## src/rtl/uart_pkg.sv

```systemverilog
// Shared UART definitions: TX FSM states, frame constants, baud divisor helper.
// Combinational only; no latency or flow control of its own.
package uart_pkg;

    typedef enum logic [1:0] {
        ST_IDLE  = 2'd0,
        ST_START = 2'd1,
        ST_DATA  = 2'd2,
        ST_STOP  = 2'd3
    } tx_state_t;

    localparam int DATA_BITS = 8;
    localparam int STOP_BITS = 1;

    // Rounded to nearest so the bit period error stays within half a clock.
    function automatic int clks_per_bit(input int freq, input int baud);
        return (freq + baud / 2) / baud;
    endfunction

endpackage

```

## src/rtl/uart_tx_serializer_if.sv

```systemverilog
// Byte handshake between the transmit arbiter (master) and the UART serializer (slave).
// Arbiter raises tx_start with tx_data; it paces further bytes on uart_busy.
interface uart_tx_serializer_if;

    logic       tx_start;
    logic [7:0] tx_data;
    logic       uart_busy;
    logic       tx_done;
    logic       tx;

    modport master (
        output tx_start,
        output tx_data,
        input  uart_busy,
        input  tx_done,
        input  tx
    );

    modport slave (
        input  tx_start,
        input  tx_data,
        output uart_busy,
        output tx_done,
        output tx
    );

endinterface

```

## src/rtl/uart_baud_counter.sv

```systemverilog
// Bit-period timer: counts 0..CLKS_PER_BIT-1 and flags the last cycle of each bit.
// bit_end is combinational from the count; clear holds the count at zero.
module uart_baud_counter #(
    parameter int CLKS_PER_BIT = 434
) (
    input  logic i_clock,
    input  logic i_reset,
    input  logic i_clear,
    output logic o_bit_end
);

    localparam int CNT_W = (CLKS_PER_BIT > 1) ? $clog2(CLKS_PER_BIT) : 1;
    localparam logic [CNT_W-1:0] LAST = CNT_W'(CLKS_PER_BIT - 1);

    logic [CNT_W-1:0] r_baud_cnt;
    logic             w_at_last;

    assign w_at_last = (r_baud_cnt == LAST);
    assign o_bit_end = w_at_last && !i_clear;

    always_ff @(posedge i_clock) begin
        if (!i_reset) begin
            r_baud_cnt <= '0;
        end else if (i_clear || w_at_last) begin
            r_baud_cnt <= '0;
        end else begin
            r_baud_cnt <= r_baud_cnt + CNT_W'(1);
        end
    end

endmodule

```

## src/rtl/uart_tx_serializer.sv

```systemverilog
// 8N1 UART transmitter: start bit on the edge after acceptance, 10*CLKS_PER_BIT frame.
// One byte in flight; tx_start outside IDLE is ignored, callers pace on uart_busy.
module uart_tx_serializer
    import uart_pkg::*;
#(
    parameter int CLOCK_FREQ   = 50_000_000,
    parameter int BAUD_RATE    = 115_200,
    parameter int CLKS_PER_BIT = clks_per_bit(CLOCK_FREQ, BAUD_RATE)
) (
    input  logic                        i_clock,
    input  logic                        i_reset,
    uart_tx_serializer_if.slave         io_tx_if
);

    tx_state_t  r_state;
    tx_state_t  w_state_nxt;
    logic [7:0] r_shift;
    logic [7:0] w_shift_nxt;
    logic [2:0] r_bit_idx;
    logic [2:0] w_bit_idx_nxt;
    logic       r_tx;
    logic       w_tx_nxt;
    logic       r_busy;
    logic       r_done;
    logic       w_done_nxt;
    logic       w_bit_end;
    logic       w_clear;

    // Counter is held at zero while idle so the start bit gets a full period.
    assign w_clear = (r_state == ST_IDLE);

    uart_baud_counter #(
        .CLKS_PER_BIT (CLKS_PER_BIT)
    ) u_baud (
        .i_clock   (i_clock),
        .i_reset   (i_reset),
        .i_clear   (w_clear),
        .o_bit_end (w_bit_end)
    );

    always_comb begin
        w_state_nxt   = r_state;
        w_shift_nxt   = r_shift;
        w_bit_idx_nxt = r_bit_idx;
        w_tx_nxt      = r_tx;
        w_done_nxt    = 1'b0;
        case (r_state)
            ST_IDLE: begin
                w_tx_nxt = 1'b1;
                if (io_tx_if.tx_start) begin
                    w_state_nxt = ST_START;
                    w_shift_nxt = io_tx_if.tx_data;
                    w_tx_nxt    = 1'b0;
                end
            end
            ST_START: begin
                if (w_bit_end) begin
                    w_state_nxt   = ST_DATA;
                    w_bit_idx_nxt = 3'd0;
                    w_tx_nxt      = r_shift[0];
                end
            end
            ST_DATA: begin
                if (w_bit_end) begin
                    if (r_bit_idx == 3'(DATA_BITS - 1)) begin
                        w_state_nxt = ST_STOP;
                        w_tx_nxt    = 1'b1;
                    end else begin
                        // Next bit is driven from the pre-shift bit 1, i.e. the new bit 0.
                        w_shift_nxt   = {1'b0, r_shift[7:1]};
                        w_bit_idx_nxt = r_bit_idx + 3'd1;
                        w_tx_nxt      = r_shift[1];
                    end
                end
            end
            ST_STOP: begin
                if (w_bit_end) begin
                    w_state_nxt = ST_IDLE;
                    w_tx_nxt    = 1'b1;
                    w_done_nxt  = 1'b1;
                end
            end
            default: begin
                w_state_nxt = ST_IDLE;
                w_tx_nxt    = 1'b1;
            end
        endcase
    end

    always_ff @(posedge i_clock) begin
        if (!i_reset) begin
            r_state   <= ST_IDLE;
            r_shift   <= '0;
            r_bit_idx <= '0;
            r_tx      <= 1'b1;
            r_busy    <= 1'b0;
            r_done    <= 1'b0;
        end else begin
            r_state   <= w_state_nxt;
            r_shift   <= w_shift_nxt;
            r_bit_idx <= w_bit_idx_nxt;
            r_tx      <= w_tx_nxt;
            r_busy    <= (w_state_nxt != ST_IDLE);
            r_done    <= w_done_nxt;
        end
    end

    assign io_tx_if.tx        = r_tx;
    assign io_tx_if.uart_busy = r_busy;
    assign io_tx_if.tx_done   = r_done;

endmodule

```

## src/flat_wrapper.sv

```systemverilog
// flat-port wrapper written by rule: the top's interface ports become plain ports
module uart_tx_serializer_flat import uart_pkg::*;
#(
    parameter int CLOCK_FREQ   = 50_000_000,
    parameter int BAUD_RATE    = 115_200,
    parameter int CLKS_PER_BIT = clks_per_bit(CLOCK_FREQ, BAUD_RATE)
)
  (i_clock, i_reset, io_tx_if_tx_start, io_tx_if_tx_data, io_tx_if_uart_busy, io_tx_if_tx_done, io_tx_if_tx);
  uart_tx_serializer_if io_tx_if_i ();
  input  logic i_clock;
  input  logic i_reset;
  input wire logic [$bits(io_tx_if_i.tx_start)-1:0] io_tx_if_tx_start;
  input wire logic [$bits(io_tx_if_i.tx_data)-1:0] io_tx_if_tx_data;
  output wire logic [$bits(io_tx_if_i.uart_busy)-1:0] io_tx_if_uart_busy;
  output wire logic [$bits(io_tx_if_i.tx_done)-1:0] io_tx_if_tx_done;
  output wire logic [$bits(io_tx_if_i.tx)-1:0] io_tx_if_tx;
  assign io_tx_if_i.tx_start = io_tx_if_tx_start;
  assign io_tx_if_i.tx_data = io_tx_if_tx_data;
  assign io_tx_if_uart_busy = io_tx_if_i.uart_busy;
  assign io_tx_if_tx_done = io_tx_if_i.tx_done;
  assign io_tx_if_tx = io_tx_if_i.tx;
  uart_tx_serializer #(.CLOCK_FREQ(CLOCK_FREQ), .BAUD_RATE(BAUD_RATE), .CLKS_PER_BIT(CLKS_PER_BIT)) u_core (.i_clock(i_clock), .i_reset(i_reset), .io_tx_if(io_tx_if_i));
endmodule
```

## config.mk

```make
export PLATFORM = sky130hd
export DESIGN_NAME = uart_tx_serializer_flat
export DESIGN_NICKNAME = d
export VERILOG_FILES = /design/src/rtl/uart_pkg.sv /design/src/rtl/uart_tx_serializer_if.sv /design/src/rtl/uart_baud_counter.sv /design/src/rtl/uart_tx_serializer.sv /design/src/flat_wrapper.sv
export SDC_FILE = /design/constraint.sdc
export NUM_CORES = 1
export LEC_CHECK = 0
export BUFFER_PORTS_ARGS = -buffer_cell sky130_fd_sc_hd__buf_2
export CORE_MARGIN = 4
export CORE_UTILIZATION = 54
export CTS_BUF_LIST = sky130_fd_sc_hd__clkbuf_4 sky130_fd_sc_hd__clkbuf_8
export DETAILED_ROUTE_END_ITERATION = 10
export PLACE_DENSITY = 0.79
export SYNTH_ARGS = -nofsm -noshare
export SYNTH_HDL_FRONTEND = slang
export SYNTH_SLANG_ARGS = --single-unit
```

## constraint.sdc

```tcl
create_clock -name i_clock -period 1.8 [get_ports i_clock]
set_clock_uncertainty 0.05 [all_clocks]
set_input_delay 0 -clock i_clock [delete_from_list [all_inputs] [get_ports i_clock]]
set_output_delay 0 -clock i_clock [all_outputs]
set_load 0.01 [all_outputs]
```

==> results.md <==
- Via count: ~940
- Longest Clk Path Bufs: 2
- Pwr Density: 669 nW/µm²
- Crit path from: u_core.r_bit_idx[0]$_SDFFE_PN0P_
- NumNets Final: between 150 and 200
- DRT antenna net count: 0
- Fin util: 63.7%
- H-tree depth reported by CTS: 1
- R2R Setup Slk: 0.06 ns
- Final TNS setup: 0 ns
- GRT Overall Usage: 14.5%
- Distinct cells, synth: 39
- CTS buffer count: 3
- Total Power: 0.933 mW
- Post-DP HPWL: 1.45 mm
- Psw: around 0.21 mW
- Switching Fraction: 23.0%
- Final hold vios: 0
- Top-Level Pins: 14
- Full die area: between 3000 and 4000 µm²
- Crit path launch type: flop
- Layout fillers: 168
- Ant. Diodes: 0
- Comb power frac: under 10%
- Final period util: 96.5%
- Layout cells sized above 1: around 28%
- Final Non-Filler Cells: 177
- DRT iter0 DRCs: 16
- CTS tree: yes
- Worst-Skew Late Latency: 0.32 ns
- Register area share after synthesis: between 40% and 50%
- Initial antenna violation count: 0
- Depth of the most critical reg-to-reg path: 6
- First-pass GRT wire length: 3.59 mm
- Core ar.: 2190 µm²
- CTS Sinks: 25
- Critical Path RT: approximately 2 ns
- Root Buffer: clkbuf_4
- Dominant synthesized flop cell: dfxtp_1
- Worst Setup End Kind: flop
- Min-delay src: io_tx_if_tx_data[4]
- Clk slew on worst S/H paths: 0.13 ns
- Syn-to-layout area delta: 12.6%
- Height of the chip: 55.9 µm
- FFs w/ async S/R, synth: 0%
- Placed cells: 170
- Crit Path Category: reg2reg
- # setup viols final: 0
- GRT overflow: 0
- WL final: 2.10 mm
- Synth Instances: 133
- Residual DRC: 0
- Peak VDD IR: around 0.64 mV
- Routed wire per std cell: 11.9 µm
- Leakage power: 0.576 nW
- Fin Hold WS: 0.00980 ns
- Clk network pwr share: 28.2%
- Internal power: between 0.7 and 0.8 mW
- Worst hold path type: in2reg
- Run status: finished clean
- Starting Density: 56.5%
- Drt pass-1 iters: 4
- Vias in the first global route: about 850
- Net Count, Synth: 148
- Drt via density: 5.29
- Slew margin rel.: 71.6%
- Seq pwr share: around 63%
- RD Place Congestion: 0.735
- Die Wd: 55.9 µm
- Fmax: 576 MHz
- Largest net degree at the start of global routing: 24
- Max_cap viols: 0
- Reg2reg start: u_core.r_bit_idx[0]$_SDFFE_PN0P_
- Worst-path maximum fanout: 5
- Worst Hold Depth: 4
- Post-synth EDFFs: 0
- Buffers on Ports: 13
- Critical path data arrival time: slightly below 2 ns
- Pins Over Slew Limit: 0
- Row Count: 17
- Syn avg cell area: 9.31 µm²
- YS warnings: 0
- Hold-fix buffers, CTS: 0
- Mapped Area: 1240 µm²
- FF+latch count, synth: 25
- Worst Tran Pin Value: 0.425 ns
- Post-layout min period: 1.74 ns
-- cell usage after synthesis (2+ instances only) --
cell type,n,area [µm²]
dfxtp_1,25,500
mux2i_1,8,80.1
nand2_1,18,67.6
clkbuf_1,3,11.3
or3_1,2,12.5
xor2_1,2,17.5
buf_6,2,22.5
nand3_1,3,15.0
ha_1,4,50.1
nor3b_1,2,15.0
nor2_1,16,60.1
and3_1,2,12.5
a21oi_1,3,15.0
mux2_2,7,78.8
xnor2_1,6,52.6
a21boi_0,2,15.0
nand2b_1,2,12.5
inv_1,3,11.3
nor2b_1,3,18.8
-- through the flow --
step,worst slack (ns),cell area [µm²]
3_5_place_dp,-0.0116,1310
2_1_floorplan,0.0371,1240
4_1_cts,0.0166,1340
3_3_place_gp,0.0715,1310
5_1_grt,-0.0163,1400
6_report,0.0635,1400
-- per-layer routing --
| metal | GRT usage, % | share of wire, % | routed length, µm | vias to the layer above |
|---|---|---|---|---|
| met2 | 23.3 | 44 | 917 | 17 |
| met4 | 7.46 | 2.6 | 54 | 0 |
| met3 | 4.64 | 4.6 | 97 | 5 |
| li1 | - | - | - | 485 |
| met1 | 17.2 | 49 | 1030 | 430 |
| met5 | 0 | 0 | 0 | - |
-- worst max-delay path, cell delays in order (launching register included) --
cell and delay [ns]:
dfxtp_2 0.37, ha_4 0.16, ha_4 0.15, nor3b_2 0.21
o211ai_1 0.21, or3_1 0.41, a21boi_1 0.12
-- placed cells by master (no fill, tap or decap), types with 4 or more instances in the layout --
cell      synthesis  layout
clkbuf_4          0       4
nand2_1          18      18
xnor2_1           6       6
mux2_2            7       7
dfxtp_1          25      24
mux2i_1           8       8
nor2_1           16      16
buf_2             1      13
buf_4             0       6
-- sequential cells by signal (all words and copies together), names as in the netlist --
signal,flops
u_core.io_tx_if.tx,1
u_core.io_tx_if.tx_done,1
u_core.r_bit_idx,3
u_core.u_baud.r_baud_cnt,9
u_core.io_tx_if.uart_busy,1
u_core.r_shift,8
u_core.r_state,2
-- power groups by stage --
stage / Combinational [mW] / Clock (mW) / Sequential (mW)
after global placement: 0.0761 / 0 / 0.596
final: 0.0847 / 0.263 / 0.585
after detailed placement: 0.0789 / 0 / 0.598
after floorplan: 0.0598 / 0 / 0.593
after CTS: 0.0794 / 0.278 / 0.586
after global routing: 0.0963 / 0.305 / 0.588
-- what timing repair did --
item,4_1_cts,5_1_grt
endpoints found under the hold margin,0,0
setup endpoints to repair,2,14
pin swaps,1,5
gates resized for setup,1,7
buffers inserted,0,3
-- worst paths after layout --
path,endpoint
setup / recovery,u_core.r_bit_idx[1]$_SDFFE_PN0P_
hold / removal,u_core.r_shift[4]$_SDFFE_PN0P_
setup reg to reg,u_core.r_bit_idx[1]$_SDFFE_PN0P_
hold reg to reg,u_core.r_shift[2]$_SDFFE_PN0P_
-- cells by family (layout without fill, tap and decap cells) --
group | Yosys count | count (layout) | synth area share (%)
AND/OR/NAND/NOR | 58 | 58 | 24.2
buffers and inverters | 10 | 26 | 5.15
flip-flops | 25 | 25 | 40.4
AO/OA/AOI/OAI | 13 | 13 | 7.68
XOR/XNOR | 8 | 8 | 5.66
multiplexers | 15 | 15 | 12.8
adder cells (fa/ha/maj) | 4 | 4 | 4.04
-- final cells by class --
class,count,area [µm²],share of cell area [%]
Multi-Input combinational cell,98,707,50.7
Sequential cell,25,502,36.0
Timing Repair Buffer,19,110,7.89
Tap cell,28,35.0,2.51
Clock buffer,4,30.0,2.15
Inverter,3,11.3,0.807
Power figures use the tool's default switching activity.
